## src/rtl/fsm_seq_pkg.sv

```systemverilog
// Shared types and defaults for the lockstep FSM sequencer.
// State encodings are plain constants so the enum and the RTL compare against the same values.
package fsm_seq_pkg;
  localparam int DEF_PAT_W = 16;
  localparam int DEF_CNT_W = 4;
  localparam int DEF_LEN_W = $clog2(DEF_PAT_W) + 1;
  localparam logic [DEF_LEN_W-1:0] NO_ERR_IDX = '1;

  localparam logic [1:0] ST_IDLE = 2'd0;
  localparam logic [1:0] ST_RUN  = 2'd1;
  localparam logic [1:0] ST_DONE = 2'd2;

  typedef enum logic [1:0] {
    S_IDLE = ST_IDLE,
    S_RUN  = ST_RUN,
    S_DONE = ST_DONE
  } seq_state_t;
endpackage

```

## src/rtl/sat_counter.sv

```systemverilog
// Saturating up-counter with synchronous clear; holds at all-ones once reached.
module sat_counter #(
  parameter int CNT_W = 4
) (
  input  logic             clk,
  input  logic             reset,
  input  logic             i_clr,
  input  logic             i_inc,
  output logic [CNT_W-1:0] o_cnt
);
  logic [CNT_W-1:0] r_cnt;

  always_ff @(posedge clk) begin
    if (reset || i_clr) begin
      r_cnt <= '0;
    end else if (i_inc && (r_cnt != {CNT_W{1'b1}})) begin
      r_cnt <= r_cnt + CNT_W'(1);
    end
  end

  assign o_cnt = r_cnt;
endmodule

```

## src/rtl/fsm_lockstep_sequencer.sv

```systemverilog
// Serially drives a test pattern into two FSMs and compares their Q outputs in lockstep.
// Build option FSM_SEQ_STOP_ON_ERR_EN: end the run on the first mismatch.
module fsm_lockstep_sequencer
  import fsm_seq_pkg::*;
#(
  parameter int PAT_W = DEF_PAT_W,
  parameter int LEN_W = $clog2(PAT_W) + 1,
  parameter int CNT_W = DEF_CNT_W
) (
  input  logic             clk,
  input  logic             reset,
  input  logic             start,
  input  logic [PAT_W-1:0] pattern,
  input  logic [LEN_W-1:0] len,
  output logic             x,
  input  logic             q_a,
  input  logic             q_b,
  output logic             busy,
  output logic             done,
  output logic             pass,
  output logic [CNT_W-1:0] mismatch_cnt,
  output logic [LEN_W-1:0] first_err_idx,
  output seq_state_t       dbg_state
);
  // Handshake: start is sampled only in IDLE; busy is high for exactly the
  // len RUN cycles; done pulses for the single DONE cycle that follows.
  localparam logic [LEN_W-1:0] LEN_MAX  = LEN_W'(PAT_W);
  localparam logic [LEN_W-1:0] IDX_NONE = '1;

  logic [1:0]       r_state;
  logic [PAT_W-1:0] r_shift;
  logic [LEN_W-1:0] r_len;
  logic [LEN_W-1:0] r_idx;
  logic [LEN_W-1:0] r_first;
  logic             r_x;
  logic             r_pass;

  logic             w_accept;
  logic             w_mis;
  logic             w_last;
  logic             w_end;
  logic [LEN_W-1:0] w_len_clamped;
  logic [CNT_W-1:0] w_cnt;

  assign w_len_clamped = (len > LEN_MAX) ? LEN_MAX : len;
  assign w_accept      = (r_state == ST_IDLE) && start;
  assign w_mis         = (r_state == ST_RUN) && (q_a != q_b);
  assign w_last        = (r_idx == (r_len - LEN_W'(1)));

`ifdef FSM_SEQ_STOP_ON_ERR_EN
  assign w_end = w_last || w_mis;
`else
  assign w_end = w_last;
`endif

  always_ff @(posedge clk) begin
    if (reset) begin
      r_state <= ST_IDLE;
      r_shift <= '0;
      r_len   <= '0;
      r_idx   <= '0;
      r_first <= IDX_NONE;
      r_x     <= 1'b0;
      r_pass  <= 1'b0;
    end else begin
      case (r_state)
        ST_IDLE: begin
          if (start) begin
            // Bit 0 goes straight to x; the shifter holds the remaining bits.
            r_shift <= pattern >> 1;
            r_len   <= w_len_clamped;
            r_idx   <= '0;
            r_first <= IDX_NONE;
            if (w_len_clamped == '0) begin
              r_state <= ST_DONE;
              r_x     <= 1'b0;
              r_pass  <= 1'b1;
            end else begin
              r_state <= ST_RUN;
              r_x     <= pattern[0];
              r_pass  <= 1'b0;
            end
          end
        end
        ST_RUN: begin
          r_shift <= r_shift >> 1;
          r_idx   <= r_idx + LEN_W'(1);
          if (w_mis && (r_first == IDX_NONE)) begin
            r_first <= r_idx;
          end
          if (w_end) begin
            r_state <= ST_DONE;
            r_x     <= 1'b0;
            // Include the mismatch sampled on this closing edge.
            r_pass  <= (w_cnt == '0) && !w_mis;
          end else begin
            r_x <= r_shift[0];
          end
        end
        ST_DONE: r_state <= ST_IDLE;
        default: r_state <= ST_IDLE;
      endcase
    end
  end

  sat_counter #(
    .CNT_W(CNT_W)
  ) u_mis_cnt (
    .clk  (clk),
    .reset(reset),
    .i_clr(w_accept),
    .i_inc(w_mis),
    .o_cnt(w_cnt)
  );

  assign x             = r_x;
  assign busy          = (r_state == ST_RUN);
  assign done          = (r_state == ST_DONE);
  assign pass          = r_pass;
  assign mismatch_cnt  = w_cnt;
  assign first_err_idx = r_first;
  assign dbg_state     = seq_state_t'(r_state);
endmodule

```

## config.mk

```make
export PLATFORM = sky130hd
export DESIGN_NAME = fsm_lockstep_sequencer
export DESIGN_NICKNAME = d
export VERILOG_FILES = /design/src/rtl/fsm_seq_pkg.sv /design/src/rtl/sat_counter.sv /design/src/rtl/fsm_lockstep_sequencer.sv
export SDC_FILE = /design/constraint.sdc
export NUM_CORES = 1
export LEC_CHECK = 0
export ABC_AREA = 1
export CAP_MARGIN = 20
export CORE_UTILIZATION = 45
export CTS_CLUSTER_DIAMETER = 30
export CTS_CLUSTER_SIZE = 40
export DETAILED_ROUTE_END_ITERATION = 10
export PLACE_DENSITY = 0.8
export SLEW_MARGIN = 30
export SYNTH_ARGS = -nofsm -noshare
export SYNTH_HDL_FRONTEND = slang
export SYNTH_HIERARCHICAL = 1
export SYNTH_SLANG_ARGS = --single-unit
```

## constraint.sdc

```tcl
create_clock -name clk -period 1.4 [get_ports clk]
set_input_delay 0.28 -clock clk [delete_from_list [all_inputs] [get_ports clk]]
set_output_delay 0.28 -clock clk [all_outputs]
set_load 0.01 [all_outputs]
```

# ---- Word level (Yosys, flattened, before mapping)
# Index checks and enable logic that the tools add are counted.
dict set report totals {
  reg_bits 39
  latchBits 0
  mem_bits_rw 0
  mem_bits_ro 0
  elab_cells 57
  n_memories 0
}
dict set report op_classes {
  addsub 3
  n_mul 0
  div_mod_pow 0
  order_cmp 1
  eq_ne 9
  n_shift 0
  mux 20
  bitwise 0
  n_reduce_logical 16
}
# operator count
set op_table {}
lappend op_table {{$pmux 16 s2} 1}
lappend op_table {{$mux 5} 4}
lappend op_table {{$pmux 5 s2} 2}
lappend op_table {{$mux 16} 1}
lappend op_table {{$mux 1} 6}
lappend op_table {{$mux 2} 3}
lappend op_table {{$reduce_and 2->1} 3}
lappend op_table {{$reduce_and 3->1} 2}
lappend op_table {{$add 5x1->5 const B} 1}
lappend op_table {{$eq 5x5->1} 1}
lappend op_table {{$eq 5x5->1 const B} 1}
lappend op_table {{$gt 5x5->1 const B} 1}
lappend op_table {{$logic_and 1x1->1} 5}
lappend op_table {{$logic_not 5->1} 1}
lappend op_table {{$sub 5x1->5 const B} 1}
lappend op_table {{$add 4x1->4 const B} 1}
lappend op_table {{$logic_not 4->1} 1}
lappend op_table {{$ne 2x1->1 const B} 2}
lappend op_table {{$ne 4x4->1 const B} 1}
lappend op_table {{$pmux 1 s2} 2}
lappend op_table {{$pmux 2 s2} 1}
lappend op_table {{$eq 2x1->1 const B} 1}
lappend op_table {{$eq 2x2->1 const B} 1}
lappend op_table {{$logic_not 2->1} 1}
lappend op_table {{5 further kinds} 5}

# ---- Longest topological paths before layout
# Gate-level depths: netlist of the first run.
dict set report logic_depth {
  word_depth 6
  depth_mapped 12
}

# ---- Hierarchy
# The synthesis of the first run kept the hierarchy.
# mod n_inst cells_each area_per_inst_um2
set modules_own_cells {}
lappend modules_own_cells {fsm_lockstep_sequencer 1 246 1687.9}
lappend modules_own_cells {sat_counter 1 31 219.0}

# ---- Worst setup path before layout of the first run
# No wires, ideal clock.
dict set report synth_path {
  kind {reg-to-reg}
  startpoint {register r_len[0]}
  endpoint {register r_pass (netlist: pass)}
  t_arrival_ps 1262
  path_slack_ps 23
  stages_incl_launch_ff 12
  path_buffers 0
  cell_sequence {dfxtp_1 > inv_1 > ha_1 > inv_1 > nand2_1 > nand2_1 > nor2_1 > nand2_1 > nor2_2 > nand3_2 > a21oi_1 > nor2_1}
}
dict set report synth_via {
  elab_chain_len 4
}
# element line_no
set synth_lines {}
lappend synth_lines {{start, declared} fsm_lockstep_sequencer.sv:32} ;# logic [LEN_W-1:0] r_len;
lappend synth_lines {{start signal, assigned} fsm_lockstep_sequencer.sv:71} ;# r_len <= w_len_clamped;
lappend synth_lines {{$sub 5x1->5} fsm_lockstep_sequencer.sv:48} ;# assign w_last = (r_idx == (r_len - LEN_W'(1)));
lappend synth_lines {{$eq 5x5->1} fsm_lockstep_sequencer.sv:48}
lappend synth_lines {{$ne 2x1->1 (no line)} --}
lappend synth_lines {{$reduce_and 3->1 (no line)} --}
lappend synth_lines {{end signal, assigned} fsm_lockstep_sequencer.sv:95} ;# r_pass <= (w_cnt == '0) && !w_mis;
lappend synth_lines {{end, declared} fsm_lockstep_sequencer.sv:36} ;# logic r_pass;
# No other way between the ends.
# A chain may end at the register's enable or synchronous reset.

# ---- Worst setup path after layout of the first run
# Same ends and word-level chain as after synthesis.

==> summary.txt, run 1 <==
Run status
  • Status: finished, violations left
  • Failing checks: negative setup slack

Placed design
  • Worst slack at placement: -164 ps
  • Count of input and output buffers: 40
  • Placer's final routability congestion estimate: 0.766
  • DP Area: approximately 2400 µm²
  • Hpwl dp: 3020 µm

Timing
  • Period utilization: 102%
  • Final hold vios: 0
  • Rel. slew slack: 84.2%
  • Final Critical Period: 1430 ps
  • Post-route setup slack: -25.1 ps
  • # setup viols final: 1
  • Fmax: 702 MHz
  • Final Slew Violations: 0
  • Max Clock Skew: between 8 and 9 ps
  • Slew @ Worst Pin: 236 ps
  • Unrepaired setup endpoints after global routing: true

Route
  • Vias per std cell: 4.95
  • M1 wire length: 1880 µm
  • Via count: 1885
  • Drt drc: 0
  • WL final: approximately 4000 µm
  • Routed Antenna Nets: 0
  • Met3 WL post-DR: 203 µm
  • Drt pass-1 iters: 4
  • Max layer used: met4
  • DR WL/cell: 10.8 µm
  • DR iter-0 viols: 103
  • Met2 WL: 1970 µm

Clock network
  • CTS buffer count: 5
  • TritonCTS Sinks: 38
  • Hold_buf cts: 0
  • Worst-path clk slew: 80 ps
  • Max clock buf depth: 2
  • H-tree Lvls: 2
  • CTS tree: built
  • Worst-Skew Late Latency: around 290 ps
  • Root Buffer: clkbuf_8

Pwr
  • LEAKAGE: 1.12 nW
  • Pwr Total: between 2 and 3 mW
  • Max VDD drop: roughly 0.0007 V
  • Power density cells: slightly above 1000 nW/µm²

Setup path
  • Crit end category: flip-flop
  • CP top delay family: simple AND/OR/NAND/NOR gates
  • Worst endpoint data arrival time: roughly 1600 ps
  • Worst path slowest cell: dfxtp_2
  • CP Launch Type: flip-flop
  • Most frequent CP cell: nand2_1
  • WP buf/inv: 2
  • Crit-path cells: inv_2, ha_4, inv_2, nand2_1, nand2_1, nor2_1, nand2_1, nor2_2, nand3_2, a21oi_2, nor2_1
  • Slowest stage delay, CP: 340 ps
  • Crit Path Class: reg -> reg
  • Crit Path Max Fanout: 3
  • WP data required: around 1600 ps

Die
  • Initial Util: 47.3%
  • Row count: 23
  • Die height: 67.1 µm
  • Core area: 4030 µm²
  • Die span in x: around 67 µm
  • # IOs: 41
  • Die Area: 4500 µm²

Synth
  • Post-synth EDFFs: 0
  • Ys flop type: dfxtp_1
  • Syn_nets: 306
  • Netlist cell types: 29
  • Synth warn: 6
  • Asr flop ratio synth: 0%
  • Share of the yosys chip area belonging to registers: 39.9%
  • Syn avg cell area: roughly 6.9 µm²
  • Flops & latches, synth: 38
  • Post-Syn Area: 1910 µm²
  • Synthesized instance count: 277

Run
  • Max cap viols: 0

Finish
  • Synthesis-to-finish area growth: 34.1%
  • Final net count: about 360
  • Final instance area: roughly 2600 µm²
  • Layout cells sized above 1: 16.6%
  • Diodes inserted: 0
  • Util after Layout: 63.5%

Global routing
  • Global-route wire length before repair: 7140 µm
  • Initial antenna violation count: 0
  • GRT Total Usage: 21.2%
  • Vias in the first global route: 1668
  • Largest net degree at the start of global routing: 20
  • Gr ovfl total: 0

Worst hold path
  • Worst min path class: reg -> reg
## cells in the mapped netlist, types with 4 or more instances
cell / instances / area, µm²
nand2_1: 94 / 353
nand2_2: 4 / 25.0
dfxtp_1: 38 / 761
inv_2: 6 / 22.5
buf_2: 4 / 20.0
nor2_1: 25 / 93.8
inv_1: 25 / 93.8
a21oi_1: 13 / 65.1
o21ai_0: 11 / 55.1
nand3_1: 12 / 60.1
a31oi_1: 15 / 93.8
nand4_1: 4 / 25.0
## layer usage
metal	global-route usage [%]	vias up
met2	35.0	53
met5	0	-
met3	4.97	9
li1	-	997
met1	25.9	826
met4	9.31	0
## metrics by stage
step	hold WS [ps]	setup TNS [ps]	std cells
after floorplan	421	0	277
after global routing	499	-627	381
after CTS	465	-68.8	381
after global placement	452	-2950	373
final	459	-25.1	381
after detailed placement	454	-3630	373
## registers in the layout, indices dropped and copies added (netlist names)
name             count
dbg_state            2
first_err_idx        5
pass                 1
r_idx                5
r_len                5
r_shift             15
u_mis_cnt/o_cnt      4
x                    1
## layout by cell type, fill, tap and decap left out, types with 2 or more instances in the layout
| cell | count |
|---|---|
| a21oi_1 | 11 |
| nor2_4 | 3 |
| clkdlybuf4s50_1 | 25 |
| a31oi_1 | 15 |
| buf_4 | 13 |
| dfxtp_2 | 6 |
| clkbuf_8 | 6 |
| ha_1 | 2 |
| dlygate4sd2_1 | 13 |
| dfxtp_1 | 31 |
| nand2_1 | 94 |
| inv_1 | 22 |
| o21ai_1 | 3 |
| nand4_1 | 4 |
| o21ai_0 | 11 |
| nand2_2 | 4 |
| inv_2 | 9 |
| nor2_1 | 25 |
| nand2_4 | 2 |
| buf_12 | 2 |
| nand3_1 | 12 |
| a21oi_2 | 2 |
## worst min-delay path, delay by kind of cell (launching register included)
kind	cells	cell delay, ps
AOI/OAI and AO/OA	1	50
and+or+nand+nor	1	60
DFF	1	310
## kinds of logic (layout without fill, tap and decap cells)
group | Yosys count | count (layout) | synth area share [%]
flops | 38 | 38 | 39.9
fa+ha+maj | 3 | 3 | 1.97
buf+inv | 41 | 95 | 9.58
simple gates | 148 | 148 | 34.4
compound gates | 47 | 47 | 14.2
## cell type report
cell class	instances	area, µm²
multi-input cells	198	983
flip-flops and latches	38	772
well taps	50	62.6
clock buffers	7	86.3
repair buffers	56	532
fillers	362	1470
clock inverters	1	5.00
inverters	31	116
## path summary, 6_finish.rpt
path | start | end | slack (ps) | cells past startpoint
hold / removal | r_shift[14]$_SDFFE_PP0P_ | r_shift[14]$_SDFFE_PP0P_ | 460 | 2
hold reg to reg | r_shift[14]$_SDFFE_PP0P_ | r_shift[14]$_SDFFE_PP0P_ | 460 | 2
setup / recovery | r_len[0]$_SDFFE_PP0P_ | pass$_SDFFE_PP0P_ | -30 | 11
setup reg to reg | r_len[0]$_SDFFE_PP0P_ | pass$_SDFFE_PP0P_ | -30 | 11
## where the power goes
group | internal [mW] | switching (mW) | total [mW]
clock network | 0.397 | 0.382 | 0.779
registers | 1.16 | 0.0547 | 1.22
logic | 0.298 | 0.342 | 0.640
total | 1.86 | 0.778 | 2.64
## timing repair
action,in CTS,in global routing
setup buffers,0,0
endpoints found under the setup margin,19,19
resized for setup,27,7
pin swaps,3,1
No activity file was read; power rests on OpenSTA's default activity.
==> run 2: changes to the inputs <==
--- a/config.mk
+++ b/config.mk
@@ -15,5 +15,4 @@
 export SLEW_MARGIN = 30
 export SYNTH_ARGS = -nofsm -noshare
 export SYNTH_HDL_FRONTEND = slang
-export SYNTH_HIERARCHICAL = 1
 export SYNTH_SLANG_ARGS = --single-unit
==> summary.txt, run 2 <==
Timing
  • Period utilization: 102%
  • Final hold vios: 0
  • Worst hold slack: approximately 470 ps
  • # setup viols final: 2
  • Final Slew Violations: 0
  • Setup TNS: -34.7 ps
  • Final Critical Period: 1430 ps
  • Unrepaired setup endpoints after global routing: true
  • Post-route setup slack: -34.1 ps
  • Slew @ Worst Pin: about 270 ps
  • Fmax: 697 MHz
  • Max Clock Skew: 3.30 ps
  • Rel. slew slack: around 80%

Setup path
  • R2R depth: 12
  • Crit Path Class: reg -> reg
  • CP Launch Type: flip-flop
  • Crit Path Max Fanout: 2
  • Worst endpoint data arrival time: 1610 ps
  • WP data required: 1580 ps
  • Crit. Startpoint: r_len[1]$_SDFFE_PP0P_
  • Crit end category: flip-flop
  • Worst r2r src: r_len[1]$_SDFFE_PP0P_

Finish
  • Layout cells sized above 1: a little under a quarter
  • Diodes inserted: 0
  • Final net count: 358
  • Reg area: slightly below 800 µm²
  • Biggest register: r_shift
  • Synthesis-to-finish area growth: 44.0%
  • Largest register FFs: 15
  • Most frequent cells in the layout: 88 x nand2_1, 32 x dfxtp_1, 27 x buf_4
  • # fillers: 333
  • Footprint of the multi-input gates: a little over 1000 µm²
  • Util after Layout: 69.6%
  • Final instance area: 2640 µm²
  • Commonest non-fill, non-tap cell in the layout: nand2_1

Pwr
  • Pwr Total: 2.63 mW
  • Share of total power in combinational logic: 24.5%
  • Clock power frac: 29.4%
  • P_sw: 761 µW
  • Max VDD drop: 0.000767 V
  • Internal Pwr Total: 1.87 mW
  • Switching part of the total: 28.9%
  • LEAKAGE: 1.13 nW
  • Sequential Power Share: 46.1%
  • Power density cells: ~1000 nW/µm²

Placed design
  • DP Area: 2440 µm²
  • Placer's final routability congestion estimate: 0.820
  • Count of input and output buffers: 40
  • Hpwl dp: 3120 µm

Global routing
  • Gr ovfl total: 0
  • Largest net degree at the start of global routing: 17
  • GRT Total Usage: 21.8%
  • Initial antenna violation count: 0
  • Global-route wire length before repair: roughly 7400 µm
  • Vias in the first global route: about 1800

Die
  • Core area: 3800 µm²
  • Row count: 22
  • # IOs: 41
  • Initial Util: 48.3%
  • Die height: roughly 66 µm
  • Die Area: 4340 µm²
  • Die span in x: ~66 µm

Route
  • WL final: 4170 µm
  • DR WL/cell: ~11 µm
  • Via count: 1849
  • Drt drc: 0
  • DR iter-0 viols: 98
  • Vias per std cell: just under 5
  • Drt pass-1 iters: 4
  • Routed Antenna Nets: 0

Worst hold path
  • Worst min path class: reg -> reg
  • HP Start: r_shift[14]$_SDFFE_PP0P_
  • Hold path cells: 2

Synth
  • Most frequent cell after synthesis: nand2_1
  • Post-synth EDFFs: 0
  • Flops & latches, synth: 38
  • Synthesized instance count: 261
  • Synth warn: 0
  • Asr flop ratio synth: 0%
  • Share of the synthesized area in the top cell type: about 41%
  • Synth cell count leaders: 89 x nand2_1, 38 x dfxtp_1, 20 x nor2_1
  • Post-Syn Area: 1840 µm²
  • Top post-synthesis cells by area: dfxtp_1 41%, nand2_1 18%, a31oi_1 4.1%, nor2_1 4.1%, inv_1 3.9%
  • Netlist cell types: 29
  • Syn avg cell area: roughly 7 µm²
  • Ys flop type: dfxtp_1
  • Syn_nets: around 290
  • Share of the yosys chip area belonging to registers: 41.4%
  • Dominant cell type by area after synthesis: dfxtp_1

Clock network
  • Max clock buf depth: 2
  • Root Buffer: clkbuf_8
  • CTS tree: built
  • H-tree Lvls: 2
  • Hold_buf cts: 0
  • Worst-Skew Late Latency: 290 ps
  • TritonCTS Sinks: 38
  • Worst-path clk slew: 70 ps
  • CTS buffer count: 5

Run status
  • Failing checks: negative setup slack
  • Status: finished, violations left

Run
  • Max cap viols: 0
-- run 2: layout make-up --
class | count | area share, %
clock buffers | 6 | 3.12
clock inverters | 2 | 0.473
inverters | 26 | 3.88
multi-input cells | 189 | 38.5
flip-flops and latches | 38 | 29.1
well taps | 48 | 2.27
repair buffers | 68 | 22.7
-- run 2: logic make-up after synthesis --
group	after synthesis	share of synthesized area, %
fa+ha+maj	4	2.73
buf+inv	34	7.98
xor+xnor	1	0.477
flops	38	41.4
compound gates	46	15.2
simple gates	138	32.2
-- run 2: what timing repair did --
action	4_1_cts	5_1_grt
endpoints found under the hold margin	0	0
buffers inserted	0	2
resized for setup	25	22
setup endpoints to repair	23	20
pin swaps	5	9
-- run 2: power groups by stage --
| stage | clock network, mW | logic (mW) | registers, mW |
|---|---|---|---|
| 2_1_floorplan | 0 | 0.321 | 1.24 |
| 3_3_place_gp | 0 | 0.588 | 1.23 |
| 3_5_place_dp | 0 | 0.600 | 1.23 |
| 4_1_cts | 0.796 | 0.593 | 1.21 |
| 5_1_grt | 0.856 | 0.719 | 1.22 |
| 6_report | 0.774 | 0.644 | 1.21 |
-- run 2: critical path, cell delays in order (launching register included) --
cell and delay, ps:
dfxtp_1 330, inv_2 50, ha_4 260, inv_2 30, nand2_1 40, nand2_1 50
nor2_1 80, nand2_1 60, nor2_2 90, nand2_2 80, buf_4 140, nand3_2 60
a21oi_2 50
-- run 2: path summary, 6_finish.rpt --
path,endpoint,slack [ps]
max,x$_SDFFE_PP0P_,-30
min,r_shift[14]$_SDFFE_PP0P_,470
max reg2reg,x$_SDFFE_PP0P_,-30
min reg2reg,r_shift[14]$_SDFFE_PP0P_,470
-- run 2: layer usage --
metal	global-route usage [%]	routed length, µm
met1	26.0	1910
met2	39.4	2030
met3	4.14	188
met4	5.71	36
met5	0	0
-- run 2: per-stage QoR --
stage,setup slack [ps],std cells
after global placement,-200,367
after global routing,-164,377
final,-34.1,377
after detailed placement,-233,367
after floorplan,14.1,261
after CTS,-51.8,375
